### config.mk
export PLATFORM = sky130hd
export DESIGN_NAME = fma_pipe
export DESIGN_NICKNAME = d
export VERILOG_FILES = /design/src/rtl/fma_pkg.sv /design/src/rtl/fma_mult_round.sv /design/src/rtl/fma_pipe.sv
export SDC_FILE = /design/constraint.sdc
export NUM_CORES = 2
export LEC_CHECK = 0
export BUFFER_PORTS_ARGS = -buffer_cell sky130_fd_sc_hd__clkbuf_2
export CAP_MARGIN = 20
export CORE_ASPECT_RATIO = 2
export CORE_MARGIN = 3
export CORE_UTILIZATION = 65
export CTS_CLUSTER_SIZE = 16
export DETAILED_ROUTE_END_ITERATION = 16
export GPL_ROUTABILITY_DRIVEN = 1
export PLACE_DENSITY = 0.83
export RECOVER_POWER = 50
export SLEW_MARGIN = 0
export SYNTH_ARGS = -nofsm -noshare
export SYNTH_HDL_FRONTEND = slang
export SYNTH_HIERARCHICAL = 1
export SYNTH_SLANG_ARGS = --single-unit
### constraint.sdc
create_clock -name clk -period 14.32 [get_ports clk]
set_clock_uncertainty 0.15 [all_clocks]
set_input_delay 0.716 -clock clk [delete_from_list [all_inputs] [get_ports clk]]
set_output_delay 0.716 -clock clk [all_outputs]
set_load 0.02 [all_outputs]
### src/rtl/fma_pkg.sv
// fma_pkg: shared types, depth constant and signed-range helpers
// for the fixed-point fused multiply-add pipeline.
package fma_pkg;

    localparam int PIPE_DEPTH = 3;

    typedef enum logic {
        FMA_MODE_FMA = 1'b0,
        FMA_MODE_ACC = 1'b1
    } fma_mode_e;

    typedef struct packed {
        fma_mode_e mode;
        logic      clr;
    } fma_ctl_t;

    function automatic logic [63:0] fma_smax(input int unsigned w);
        return (64'd1 << (w - 1)) - 64'd1;
    endfunction

    function automatic logic [63:0] fma_smin(input int unsigned w);
        return 64'd1 << (w - 1);
    endfunction

endpackage

### src/rtl/fma_mult_round.sv
// fma_mult_round: registered S2 signed multiply, round-half-up by Q,
// product overflow flag; clamps instead of wrapping under FMA_SAT_EN.
module fma_mult_round #(
    parameter int Q = 16,
    parameter int N = 32
) (
    input  logic         clk,
    input  logic         rst_n,
    input  logic         en_i,
    input  logic         valid_i,
    input  logic [N-1:0] b_i,
    input  logic [N-1:0] c_i,
    output logic         valid_o,
    output logic [N-1:0] prod_o,
    output logic         ovf_o
);
    import fma_pkg::*;

    localparam logic signed [2*N-1:0] RND =
        {{(2*N-1){1'b0}}, 1'b1} << (Q - 1);
`ifdef FMA_SAT_EN
    localparam logic [63:0] MAX64 = fma_smax(N);
    localparam logic [63:0] MIN64 = fma_smin(N);
    localparam logic [N-1:0] SMAX = MAX64[N-1:0];
    localparam logic [N-1:0] SMIN = MIN64[N-1:0];
`endif

    logic signed [2*N-1:0] bx, cx, full, rnd, sh;
    logic [N-1:0] prod_d, prod_q;
    logic ovf_d, ovf_q, valid_q;

    always_comb begin
        bx = {{N{b_i[N-1]}}, b_i};
        cx = {{N{c_i[N-1]}}, c_i};
        full = bx * cx;
        rnd = full + RND;
        sh = rnd >>> Q;
        // fits in N bits only if all bits above the sign match it
        ovf_d = sh[2*N-1:N-1] != {(N+1){sh[N-1]}};
`ifdef FMA_SAT_EN
        prod_d = ovf_d ? (sh[2*N-1] ? SMIN : SMAX) : sh[N-1:0];
`else
        prod_d = sh[N-1:0];
`endif
    end

    always_ff @(posedge clk) begin
        if (!rst_n) begin
            valid_q <= 1'b0;
            prod_q  <= '0;
            ovf_q   <= 1'b0;
        end else if (en_i) begin
            valid_q <= valid_i;
            if (valid_i) begin
                prod_q <= prod_d;
                ovf_q  <= ovf_d;
            end
        end
    end

    assign valid_o = valid_q;
    assign prod_o  = prod_q;
    assign ovf_o   = ovf_q;

endmodule

### src/rtl/fma_pipe.sv
// fma_pipe: 3-stage streaming a+b*c / acc+b*c in signed Q format with
// valid/ready flow control; FMA_SAT_EN selects saturating arithmetic.
module fma_pipe #(
    parameter int Q = 16,
    parameter int N = 32
) (
    input  logic         clk,
    input  logic         rst_n,
    input  logic         in_valid,
    output logic         in_ready,
    input  logic [N-1:0] in_a,
    input  logic [N-1:0] in_b,
    input  logic [N-1:0] in_c,
    input  logic         in_mode,
    input  logic         in_acc_clr,
    output logic         out_valid,
    input  logic         out_ready,
    output logic [N-1:0] out_result,
    output logic         out_ovf
);
    import fma_pkg::*;

`ifdef FMA_SAT_EN
    localparam logic [63:0] MAX64 = fma_smax(N);
    localparam logic [63:0] MIN64 = fma_smin(N);
    localparam logic [N-1:0] SMAX = MAX64[N-1:0];
    localparam logic [N-1:0] SMIN = MIN64[N-1:0];
`endif

    logic advance;
    logic s1_valid_q;
    logic [N-1:0] s1_a_q, s1_b_q, s1_c_q;
    fma_ctl_t s1_ctl_q;
    logic s2_valid, s2_povf;
    logic [N-1:0] s2_a_q, s2_prod;
    fma_ctl_t s2_ctl_q;
    logic [N-1:0] acc_q, addend, res_d;
    logic [N:0] sum;
    logic sovf, ovf_d;
    logic out_valid_q, out_ovf_q;
    logic [N-1:0] out_result_q;

    assign advance  = !out_valid_q || out_ready;
    assign in_ready = advance;

    always_ff @(posedge clk) begin
        if (!rst_n) begin
            s1_valid_q <= 1'b0;
            s1_a_q     <= '0;
            s1_b_q     <= '0;
            s1_c_q     <= '0;
            s1_ctl_q   <= '{mode: FMA_MODE_FMA, clr: 1'b0};
        end else if (advance) begin
            s1_valid_q <= in_valid;
            if (in_valid) begin
                s1_a_q   <= in_a;
                s1_b_q   <= in_b;
                s1_c_q   <= in_c;
                s1_ctl_q <= '{mode: fma_mode_e'(in_mode), clr: in_acc_clr};
            end
        end
    end

    always_ff @(posedge clk) begin
        if (!rst_n) begin
            s2_a_q   <= '0;
            s2_ctl_q <= '{mode: FMA_MODE_FMA, clr: 1'b0};
        end else if (advance && s1_valid_q) begin
            s2_a_q   <= s1_a_q;
            s2_ctl_q <= s1_ctl_q;
        end
    end

    fma_mult_round #(.Q(Q), .N(N)) u_mult (
        .clk     (clk),
        .rst_n   (rst_n),
        .en_i    (advance),
        .valid_i (s1_valid_q),
        .b_i     (s1_b_q),
        .c_i     (s1_c_q),
        .valid_o (s2_valid),
        .prod_o  (s2_prod),
        .ovf_o   (s2_povf)
    );

    always_comb begin
        addend = s2_a_q;
        if (s2_ctl_q.mode == FMA_MODE_ACC) begin
            addend = s2_ctl_q.clr ? '0 : acc_q;
        end
        sum = {addend[N-1], addend} + {s2_prod[N-1], s2_prod};
        sovf = sum[N] ^ sum[N-1];
`ifdef FMA_SAT_EN
        res_d = sovf ? (sum[N] ? SMIN : SMAX) : sum[N-1:0];
`else
        res_d = sum[N-1:0];
`endif
        ovf_d = s2_povf | sovf;
    end

    // acc is read and written here, so accumulates chain without bubbles
    always_ff @(posedge clk) begin
        if (!rst_n) begin
            out_valid_q  <= 1'b0;
            out_result_q <= '0;
            out_ovf_q    <= 1'b0;
            acc_q        <= '0;
        end else if (advance) begin
            out_valid_q <= s2_valid;
            if (s2_valid) begin
                out_result_q <= res_d;
                out_ovf_q    <= ovf_d;
                if (s2_ctl_q.mode == FMA_MODE_ACC) begin
                    acc_q <= res_d;
                end
            end
        end
    end

    assign out_valid  = out_valid_q;
    assign out_result = out_result_q;
    assign out_ovf    = out_ovf_q;

endmodule

==> flow_metrics.tcl <==
set metrics [dict create \
    status "finished with violations" \
    violations "capacitance limit, slew limit" \
    hold_path_depth 3 \
    leakage_nw 21.9 \
    placementRows 137 \
    htree_levels 1 \
    core_sq_um 69900 \
    via_per_inst 6.09 \
    hp-class "in2reg" \
    yosysMostFrequentCell "fa_1" \
    pin_count 137 \
    synth_edf_count 0 \
    nNetsFinal 6512 \
    fin_crit_ns 9.63 \
    synthAdderAreaFrac 0.527 \
    final_cell_area_sq_um 48100 \
    die_h_um 383 \
    tns_ns 0 \
    r2r_cells 25 \
    rr_startpoint "s1_c_q[3]$_SDFFE_PN0P_" \
    synthXorXnorAreaFrac 0.0173 \
    drive_gt1_frac 0.0485 \
    grt_pass1_vias 41000 \
    max_slew_margin -1.72 \
    r2r_slack_ns 4.69 \
    dieWidth_um 194 \
    gp_congestion 0.998 \
    tightestPinTransition_ns 4.06 \
    synth_top_area_share 0.470 \
    syn_area_sq_um 46100 \
    power_density_nw_per_um2 83.3 \
    fin_crit_sh 0.672 \
    io_buffers 136 \
    cts_setup_buffers 0 \
    drc 0 \
    track_usage 0.401 \
    finalPower_mw 4.01 \
    syn2layout_area_growth_pct 4.34 \
    synthArstFlopShare 0 \
    ys_seq_area_frac 0.101 \
    syn_area_per_cell_sq_um 8.90 \
    syn_inst 5180 \
    ctsHoldBuffers 0 \
    synth_flop_cell "dfxtp_1" \
    wl_per_cell_um 24.2 \
    grt_antenna_before_repair 5 \
    cts-root-buf "clkbuf_16" \
    yosysUniqueCellTypes 79 \
    fillers 5368 \
    hold_path_end "s1_b_q[11]$_SDFFE_PN0P_" \
    dp_hpwl_mm 108 \
    cts.sinks 233 \
    vdd_drop_max_mv 0.118 \
    setup_viol 0 \
    synth.area.top_cells "fa_1 (47%), dfxtp_1 (10%), inv_1 (8.0%)" \
    maxCapViolCount 3 \
    clockBufferDepth 3 \
    worst-path-max-fanout 33 \
    path_clk_slew_ns 0.08 \
    finalMaxSlewViolations 248 \
    rsz0062_at_grt "false" \
    worstPathRequired_ns 14.65 \
    min_from "in_b[11]" \
    post-place-ws_ns 4.79 \
    wl_mm 146 \
    grt_max_degree 119 \
    cts_tree "yes" \
    grt_pass1_wl_mm 224 \
    reg2reg_to "u_mult/ovf_o$_SDFFE_PN0P_" \
    hold_viol_final 0 \
    ant_nets 0 \
    cp-start-kind "flip-flop" \
    synthesis.nets 6574 \
    critPathCaptureType "flip-flop" \
    synth.top_cells.by_count "fa_1 (1083), inv_1 (989), nand2_1 (908)" \
    synth.area.mux_share 0.000651 \
    clock.fmax_mhz 104 \
    drtIter0Drc 3057 \
    placed_cells 5994 \
    synth_top_family_by_area "adder cells" \
    synth-simple-area-share 0.179 \
    yosysWarnings 6 \
    dpl-instance-area_sq_um 47400 \
    path_class "reg2reg" \
    yosys.area.top_type "fa_1" \
    cts_made_buffers 24 \
    final_cells 6041 \
    die_area_sq_um 74400 \
    arrival_ns 9.96 \
    gr-total-overflow 0 \
    initial_core_util 0.659 \
    cts.repair.resized 0 \
    synth_compound_area_frac 0.0705 \
    vias 36800 \
    fin_ws_ns 4.69 \
    clock_latency_ns 0.61 \
    first_pass_iters 8 \
    ys_ff_latch 233 \
]
==> flip-flops by register name, indices dropped and copies added (netlist names), 2 cells and up <==
register       cells
s1_b_q            32
acc_q             32
s1_a_q            32
out_result        32
s2_a_q            32
s2_ctl_q           2
s1_ctl_q           2
s1_c_q            32
u_mult/prod_o     32
==> worst max path at each step <==
stage | slack, ns | start | cells after the start | end
floorplan | 5.75 | s1_b_q[31]$_SDFFE_PN0P_ | 27 | u_mult/ovf_o$_SDFFE_PN0P_
global placement | 4.87 | s1_b_q[31]$_SDFFE_PN0P_ | 26 | u_mult/ovf_o$_SDFFE_PN0P_
detailed placement | 4.79 | s1_b_q[31]$_SDFFE_PN0P_ | 26 | u_mult/ovf_o$_SDFFE_PN0P_
CTS | 4.75 | s1_b_q[31]$_SDFFE_PN0P_ | 25 | u_mult/ovf_o$_SDFFE_PN0P_
global route | 4.26 | s1_b_q[31]$_SDFFE_PN0P_ | 25 | u_mult/ovf_o$_SDFFE_PN0P_
finish | 4.69 | s1_c_q[3]$_SDFFE_PN0P_ | 25 | u_mult/ovf_o$_SDFFE_PN0P_
==> critical path, cell delays in order (launching register included) <==
cell      delay, ns
dfxtp_1        0.31
buf_4          0.33
nand2_1        0.16
fa_1           0.57
fa_1           0.59
inv_1          0.07
fa_1           1.07
fa_1           0.58
inv_1          0.63
fa_1           0.58
fa_1           0.57
fa_1           0.43
fa_1           0.51
inv_1          0.04
ha_1           0.39
and3_1         0.23
a221o_1        0.29
a21oi_1        0.26
o21ai_0        0.24
a22oi_1        0.27
o211ai_2       0.15
a21oi_1        0.19
xor2_1         0.10
or4_1          0.52
mux2i_1        0.15
a31oi_1        0.09
==> layout make-up <==
class | instances | area, sq um | share of cell area
multi-input combinational | 3666 | 36600 | 0.762
sequential | 233 | 4680 | 0.0973
inverter | 991 | 3720 | 0.0773
timing repair buffer | 202 | 1140 | 0.0236
tap | 903 | 1130 | 0.0235
clock buffer | 33 | 684 | 0.0142
clock inverter | 10 | 109 | 0.00226
antenna | 3 | 7.51 | 0.000156
==> power by group <==
part	leakage [nW]	switching, mW	internal (mW)
Combinational	19.6	1.63	0.947
Sequential	1.91	0.0669	0.693
Clock	0.390	0.314	0.357
==> per-stage QoR <==
stage | hold WS [ns] | utilization
final | 0.163 | 0.688
after CTS | 0.164 | 0.688
after floorplan | 0.282 | -
after detailed placement | 0.294 | 0.677
after global routing | 0.179 | 0.688
after global placement | 0.286 | 0.677
==> per-layer routing <==
layer	track usage	share of wire	vias up
li1	-	-	15200
met1	0.395	0.29	18300
met2	0.697	0.50	2336
met3	0.0780	0.081	982
met4	0.379	0.12	4
met5	0.00397	0.00031	-
==> layout by cell type, fill, tap and decap left out, types with 4 or more instances in the layout <==
cell       count
xor2_1        30
dfxtp_2       15
and3_1        10
o211ai_1      12
inv_1        989
and4_1         4
o21ai_2        5
nor3_1         9
a21oi_1      260
xnor2_1       59
ha_1         209
nor2_1       120
clkbuf_8       5
clkbuf_1      41
a211oi_1      15
a21o_1        38
clkbuf_2     101
or3_1          7
nor4_1         4
dfxtp_1      218
fa_1        1083
nand4_1       26
buf_4         63
nand2b_1      23
nand2_1      906
o21a_1        17
nand3_1       35
o21bai_1      14
clkbuf_16     24
a21boi_0       5
o21ai_0      112
a31oi_1       17
and2_1       561
nor2b_1        8
o21ai_1        5
o22ai_1        4
==> cells by family after synthesis <==
family,count (synthesis)
DFF,233
buffers and inverters,1281
and+or+nand+nor,1734
AOI/OAI and AO/OA,547
xor gates and xnor gates,90
adders and majority gates,1292
muxes,3
No activity file was read; power rests on OpenSTA's default activity.
